**config.mk**
```make
export PLATFORM = sky130hd
export DESIGN_NAME = tiro_banco
export DESIGN_NICKNAME = d
export VERILOG_FILES = /design/src/rtl/tiro_banco.sv
export SDC_FILE = /design/constraint.sdc
export NUM_CORES = 1
export LEC_CHECK = 0
export CAP_MARGIN = 15
export CORE_UTILIZATION = 40
export DETAILED_ROUTE_END_ITERATION = 7
export MAX_ROUTING_LAYER = met4
export PLACE_DENSITY = 0.62
export RECOVER_POWER = 100
export REMOVE_ABC_BUFFERS = 1
export SYNTH_ARGS = -nofsm -noshare
export SYNTH_HDL_FRONTEND = slang
export SYNTH_SLANG_ARGS = --single-unit
```
**constraint.sdc**
```tcl
create_clock -name clock -period 15.6 [get_ports clock]
set_clock_uncertainty 0.2 [all_clocks]
set_input_delay 3.12 -clock clock [delete_from_list [all_inputs] [get_ports clock]]
set_output_delay 3.12 -clock clock [all_outputs]
set_load 0.05 [all_outputs]
```
**src/rtl/tiro_banco.sv**
```systemverilog
// Multi-slot projectile engine: fires into the lowest free slot and sweeps all slots one per cycle.
// Optional macro TIRO_WRAP_EN: shots wrap to the opposite border instead of being removed.
module tiro_banco #(
  parameter int N_TIROS   = 16,
  parameter int COORD_W   = 4,
  parameter int COORD_MIN = 0,
  parameter int COORD_MAX = 14
) (
  input  logic                             clock,
  input  logic                             reset,
  input  logic                             disparo,
  input  logic                             atualiza,
  input  logic [COORD_W-1:0]               nave_x,
  input  logic [COORD_W-1:0]               nave_y,
  input  logic [1:0]                       nave_opcode,
  input  logic [COORD_W-1:0]               aste_x,
  input  logic [COORD_W-1:0]               aste_y,
  input  logic                             aste_valido,
  input  logic [$clog2(N_TIROS)-1:0]       db_idx,
  output logic                             ocupado,
  output logic                             disparo_aceito,
  output logic                             disparo_recusado,
  output logic                             colisao,
  output logic [$clog2(N_TIROS)-1:0]       colisao_idx,
  output logic                             borda,
  output logic                             varredura_fim,
  output logic [$clog2(N_TIROS+1)-1:0]     tiros_ativos,
  output logic [COORD_W-1:0]               db_x,
  output logic [COORD_W-1:0]               db_y,
  output logic [1:0]                       db_opcode,
  output logic                             db_loaded
);

  localparam int IDX_W = $clog2(N_TIROS);
  localparam int CNT_W = $clog2(N_TIROS + 1);
  localparam logic [COORD_W-1:0] CMIN = COORD_W'(COORD_MIN);
  localparam logic [COORD_W-1:0] CMAX = COORD_W'(COORD_MAX);
  localparam logic [COORD_W-1:0] UM   = COORD_W'(1);
`ifdef TIRO_WRAP_EN
  localparam bit WRAP = 1'b1;
`else
  localparam bit WRAP = 1'b0;
`endif

  typedef enum logic [1:0] {OCIOSO, VARRE, FIM} estado_t;

  estado_t              estado;
  logic [COORD_W-1:0]   pos_x [N_TIROS];
  logic [COORD_W-1:0]   pos_y [N_TIROS];
  logic [1:0]           opc   [N_TIROS];
  logic [N_TIROS-1:0]   loaded;
  logic [IDX_W-1:0]     idx;

  logic                 livre_ok;
  logic [IDX_W-1:0]     livre_idx;
  logic [COORD_W-1:0]   cx, cy, nx, ny;
  logic                 na_borda, acerto;

  // Scan from the top down so the last assignment wins for the lowest free slot.
  always_comb begin
    livre_ok  = 1'b0;
    livre_idx = '0;
    for (int unsigned k = N_TIROS; k > 0; k--) begin
      if (!loaded[k-1]) begin
        livre_ok  = 1'b1;
        livre_idx = IDX_W'(k - 1);
      end
    end
  end

  // Border test precedes the step; the border value is the wrap target.
  always_comb begin
    cx       = pos_x[idx];
    cy       = pos_y[idx];
    nx       = cx;
    ny       = cy;
    na_borda = 1'b0;
    case (opc[idx])
      2'b00: if (cy == CMIN) begin na_borda = 1'b1; ny = CMAX; end else ny = cy - UM;
      2'b01: if (cy == CMAX) begin na_borda = 1'b1; ny = CMIN; end else ny = cy + UM;
      2'b10: if (cx == CMIN) begin na_borda = 1'b1; nx = CMAX; end else nx = cx - UM;
      default: if (cx == CMAX) begin na_borda = 1'b1; nx = CMIN; end else nx = cx + UM;
    endcase
    acerto = aste_valido && (nx == aste_x) && (ny == aste_y);
  end

  always_ff @(posedge clock or posedge reset) begin
    if (reset) begin
      estado           <= OCIOSO;
      loaded           <= '0;
      idx              <= '0;
      tiros_ativos     <= '0;
      colisao_idx      <= '0;
      ocupado          <= 1'b0;
      disparo_aceito   <= 1'b0;
      disparo_recusado <= 1'b0;
      colisao          <= 1'b0;
      borda            <= 1'b0;
      varredura_fim    <= 1'b0;
      for (int unsigned k = 0; k < N_TIROS; k++) begin
        pos_x[k] <= '0;
        pos_y[k] <= '0;
        opc[k]   <= '0;
      end
    end else begin
      disparo_aceito   <= 1'b0;
      disparo_recusado <= 1'b0;
      colisao          <= 1'b0;
      borda            <= 1'b0;
      varredura_fim    <= 1'b0;
      case (estado)
        OCIOSO: begin
          if (disparo) begin
            if (livre_ok) begin
              pos_x[livre_idx]  <= nave_x;
              pos_y[livre_idx]  <= nave_y;
              opc[livre_idx]    <= nave_opcode;
              loaded[livre_idx] <= 1'b1;
              tiros_ativos      <= tiros_ativos + CNT_W'(1);
              disparo_aceito    <= 1'b1;
            end else begin
              disparo_recusado <= 1'b1;
            end
          end
          if (atualiza) begin
            idx     <= '0;
            ocupado <= 1'b1;
            estado  <= VARRE;
          end
        end
        VARRE: begin
          if (disparo) disparo_recusado <= 1'b1;
          if (loaded[idx]) begin
            if (na_borda && !WRAP) begin
              loaded[idx]  <= 1'b0;
              borda        <= 1'b1;
              tiros_ativos <= tiros_ativos - CNT_W'(1);
            end else begin
              pos_x[idx] <= nx;
              pos_y[idx] <= ny;
              if (acerto) begin
                loaded[idx]  <= 1'b0;
                colisao      <= 1'b1;
                colisao_idx  <= idx;
                tiros_ativos <= tiros_ativos - CNT_W'(1);
              end
            end
          end
          if (idx == IDX_W'(N_TIROS - 1)) estado <= FIM;
          else                            idx    <= idx + IDX_W'(1);
        end
        FIM: begin
          if (disparo) disparo_recusado <= 1'b1;
          varredura_fim <= 1'b1;
          ocupado       <= 1'b0;
          estado        <= OCIOSO;
        end
        default: estado <= OCIOSO;
      endcase
    end
  end

  assign db_x      = pos_x[db_idx];
  assign db_y      = pos_y[db_idx];
  assign db_opcode = opc[db_idx];
  assign db_loaded = loaded[db_idx];

endmodule

```
==> load_flow_metrics.sql <==
INSERT INTO impl_metrics (metric_group, metric, value, unit) VALUES
('status', 'status', 'complete, but fails checks', ''),
('status', 'violations_in_the_final_reports', 'max-capacitance violations, max-slew violations', ''),
('final_layout', 'final_core_utilization', '0.451', ''),
('pwr', 'comb_power_share', '0.611', ''),
('yosys', 'synth_cells', '1181', ''),
('pwr', 'leakage', '6.09', 'nW'),
('drt', 'met2_routed_length', '20.5', 'mm'),
('clock_network', 'postCtsSetupBuffers', '0', ''),
('sta', 'post-route-min-period', '11.13', 'ns'),
('place', 'gp_congestion', '0.992', ''),
('clock_network', 'clkTransAtPathRegs', '0.07', 'ns'),
('yosys', 'synth_warnings', '0', ''),
('sta', 'number_of_pins_exceeding_their_max_slew_limit_in_the_final_report', '354', ''),
('hold_path', 'hold_path_depth', '2', ''),
('drt', 'route.detailed.wl_per_inst', '28.7', 'um'),
('yosys', 'synth_cell_types', '82', ''),
('final_layout', 'post_route_cells_drive_above_1_share', '0.263', ''),
('clock_network', 'cts-root-to-sink-buffers', '2', ''),
('sta', 'rsz_0062_raised_after_global_routing', 'false', ''),
('yosys', 'postSynthRegisterBits', '197', ''),
('place', 'detailed_place_hpwl', '31.2', 'mm'),
('clock_network', 'cts_inserted_buffers', '17', ''),
('yosys', 'synth_seq_area_share', '0.370', ''),
('pwr', 'clock_power_share', '0.158', ''),
('yosys', 'synth.top_cell.area_share', '0.370', ''),
('place', 'buffer_ports.inserted', '52', ''),
('pwr', 'intPower', '1.45', 'mW'),
('grt', 'track_usage', '0.297', ''),
('hold_path', 'holdCritPathClass', 'flop to flop', ''),
('drt', 'remaining_drc_errors', '0', ''),
('floorplanning', 'rows', '66', ''),
('floorplanning', 'dieWidth', '184', 'um'),
('drt', 'drt.antenna.violating_nets', '0', ''),
('grt', 'grt_pass1_wl', '71.5', 'mm'),
('clock_network', 'worst_skew_late_latency', '0.48', 'ns'),
('pwr', 'power.net_switching', '1.64', 'mW'),
('setup_path', 'criticalPathCategory', 'input pin to primary output', ''),
('setup_path', 'timing.critical_path.required', '12.28', 'ns'),
('yosys', 'syn_area_per_cell', '11.3', 'um^2'),
('yosys', 'top_cells_by_area_synth', 'sky130_fd_sc_hd__dfrtp_1, sky130_fd_sc_hd__mux4_2, sky130_fd_sc_hd__mux2_2', ''),
('final_layout', 'mostFrequentLayoutCells', 'sky130_fd_sc_hd__dfrtp_1, sky130_fd_sc_hd__mux2_2, sky130_fd_sc_hd__o22ai_1, sky130_fd_sc_hd__mux4_2, sky130_fd_sc_hd__nand2_1', ''),
('setup_path', 'worstSetupEndpointType', 'primary output', ''),
('drt', 'routed_wl', '47.2', 'mm'),
('sta', 'report.final.hold_viol_count', '0', ''),
('setup_path', 'cp-start-kind', 'input pin', ''),
('clock_network', 'post_cts.resized_instances', '0', ''),
('yosys', 'synthDominantAreaCellType', 'sky130_fd_sc_hd__dfrtp_1', ''),
('job', 'maxCapViolations', '10', ''),
('final_layout', 'final_nets', '1234', ''),
('pwr', 'total_power', '3.09', 'mW'),
('clock_network', 'cts_tree', 'built', ''),
('drt', 'drt-pass1-iter-count', '6', ''),
('grt', 'antenna_found_initial', '1', ''),
('grt', 'globalRoute.totalOverflow', '0', ''),
('setup_path', 'internal_reg_to_reg_setup_slack', '4.88', 'ns'),
('drt', 'drt-initial-drc-count', '1439', ''),
('sta', 'slew_headroom', '-3.25', ''),
('drt', 'm1WireLength', '19.1', 'mm'),
('sta', 'max_freq', '89.8', 'MHz'),
('hold_path', 'min_from', 'ocupado', ''),
('pwr', 'switching_share', '0.531', ''),
('clock_network', 'cts_num_sinks', '197', ''),
('sta', 'aggregate_negative_setup_slack', '0', 'ns'),
('floorplanning', 'die_area', '34000', 'um^2'),
('drt', 'detail_route.vias_per_cell', '6.90', ''),
('pwr', 'vdd_drop_max', '0.122', 'mV'),
('floorplanning', 'die_height', '184', 'um'),
('yosys', 'synth_async_sr_flop_share', '1.00', ''),
('clock_network', 'holdBufCountCts', '0', ''),
('floorplanning', 'floorplan.initialDensity', '0.408', ''),
('sta', 'timing.final.crit_share', '0.713', '');
[synthesized netlist by cell type (all sizes together) (4+ instances only)]
library cell and count:
dfrtp 197, mux2 154, o22ai 114, mux4 92
nand2 89, clkbuf 51, a21oi 45, nand3 45
nor2 45, o21ai 33, buf 31, mux2i 30
inv 25, ha 19, a22oi 18, nand4 14
a22o 13, o211ai 13, a31oi 12, nor3 11
a31o 7, and2 7, nor2b 7, nor4 7
o2bb2ai 7, o41ai 7, or3 7, xnor2 7
a211oi 5, a21o 5, and3 5, a21boi 4
nand2b 4, o21a 4, o311ai 4
[layout make-up]
cell class / count / area, um^2 / area share
Clock inverter: 15 / 218 / 0.0148
Sequential cell: 197 / 4930 / 0.335
Inverter: 25 / 95.1 / 0.00647
Timing Repair Buffer: 70 / 638 / 0.0434
Multi-Input combinational cell: 876 / 7840 / 0.533
Clock buffer: 17 / 425 / 0.0289
Antenna cell: 1 / 2.50 / 0.000170
Tap cell: 442 / 553 / 0.0376
[stage by stage]
stage	setup slack [ns]	hold WS (ns)	std cells	area [um^2]
floorplan	6.91	0.267	1098	12900
global placement	6.51	0.266	1608	14100
detailed placement	6.49	0.275	1608	14100
CTS	6.50	0.292	1640	14800
global route	3.90	0.330	1643	14700
finish	4.47	0.284	1643	14700
[critical path, cell delays in order]
cell	delay, ns
sky130_fd_sc_hd__clkbuf_1	2.56
sky130_fd_sc_hd__mux4_2	0.75
sky130_fd_sc_hd__mux4_2	0.51
sky130_fd_sc_hd__dlygate4sd3_1	0.78
[power groups by stage]
stage	registers, mW	clock network [mW]	logic [mW]
after global routing	0.721	0.515	2.00
after floorplan	0.742	0	1.21
after detailed placement	0.717	0	1.86
final	0.712	0.490	1.89
after global placement	0.715	0	1.84
after CTS	0.708	0.493	1.87
[logic make-up (layout without fill, tap and decap cells)]
family / Yosys count / in the layout / share of synthesized area
compound gates: 315 / 315 / 0.162
mux: 276 / 276 / 0.309
simple gates: 258 / 258 / 0.0947
flops: 197 / 197 / 0.370
buf+inv: 108 / 127 / 0.0388
fa+ha+maj: 20 / 20 / 0.0194
xor+xnor: 7 / 7 / 0.00517
other cells: 0 / 1 / 0
[flip-flops by register name, indices dropped and copies added, names as in the netlist, 2 cells and up]
| register | flops |
|---|---|
| pos_y | 64 |
| estado | 2 |
| idx | 4 |
| colisao_idx | 4 |
| loaded | 16 |
| tiros_ativos | 5 |
| opc | 32 |
| pos_x | 64 |
[worst max path at each step]
stage	cells past startpoint	slack, ns	start	endpoint
after floorplan	1	6.91	reset	borda
after global placement	3	6.51	db_idx[2]	db_x[1]
after detailed placement	4	6.49	db_idx[1]	db_loaded
after CTS	4	6.50	db_idx[1]	db_loaded
after global routing	3	3.90	reset	opc[27]
final	4	4.47	db_idx[0]	db_x[2]
[metal layers]
layer	track usage	vias up
met2	0.416	761
met4	0.120	0
met3	0.0915	121
met1	0.398	5763
li1	-	4693
met5	-	-
Power figures use the tool's default switching activity.
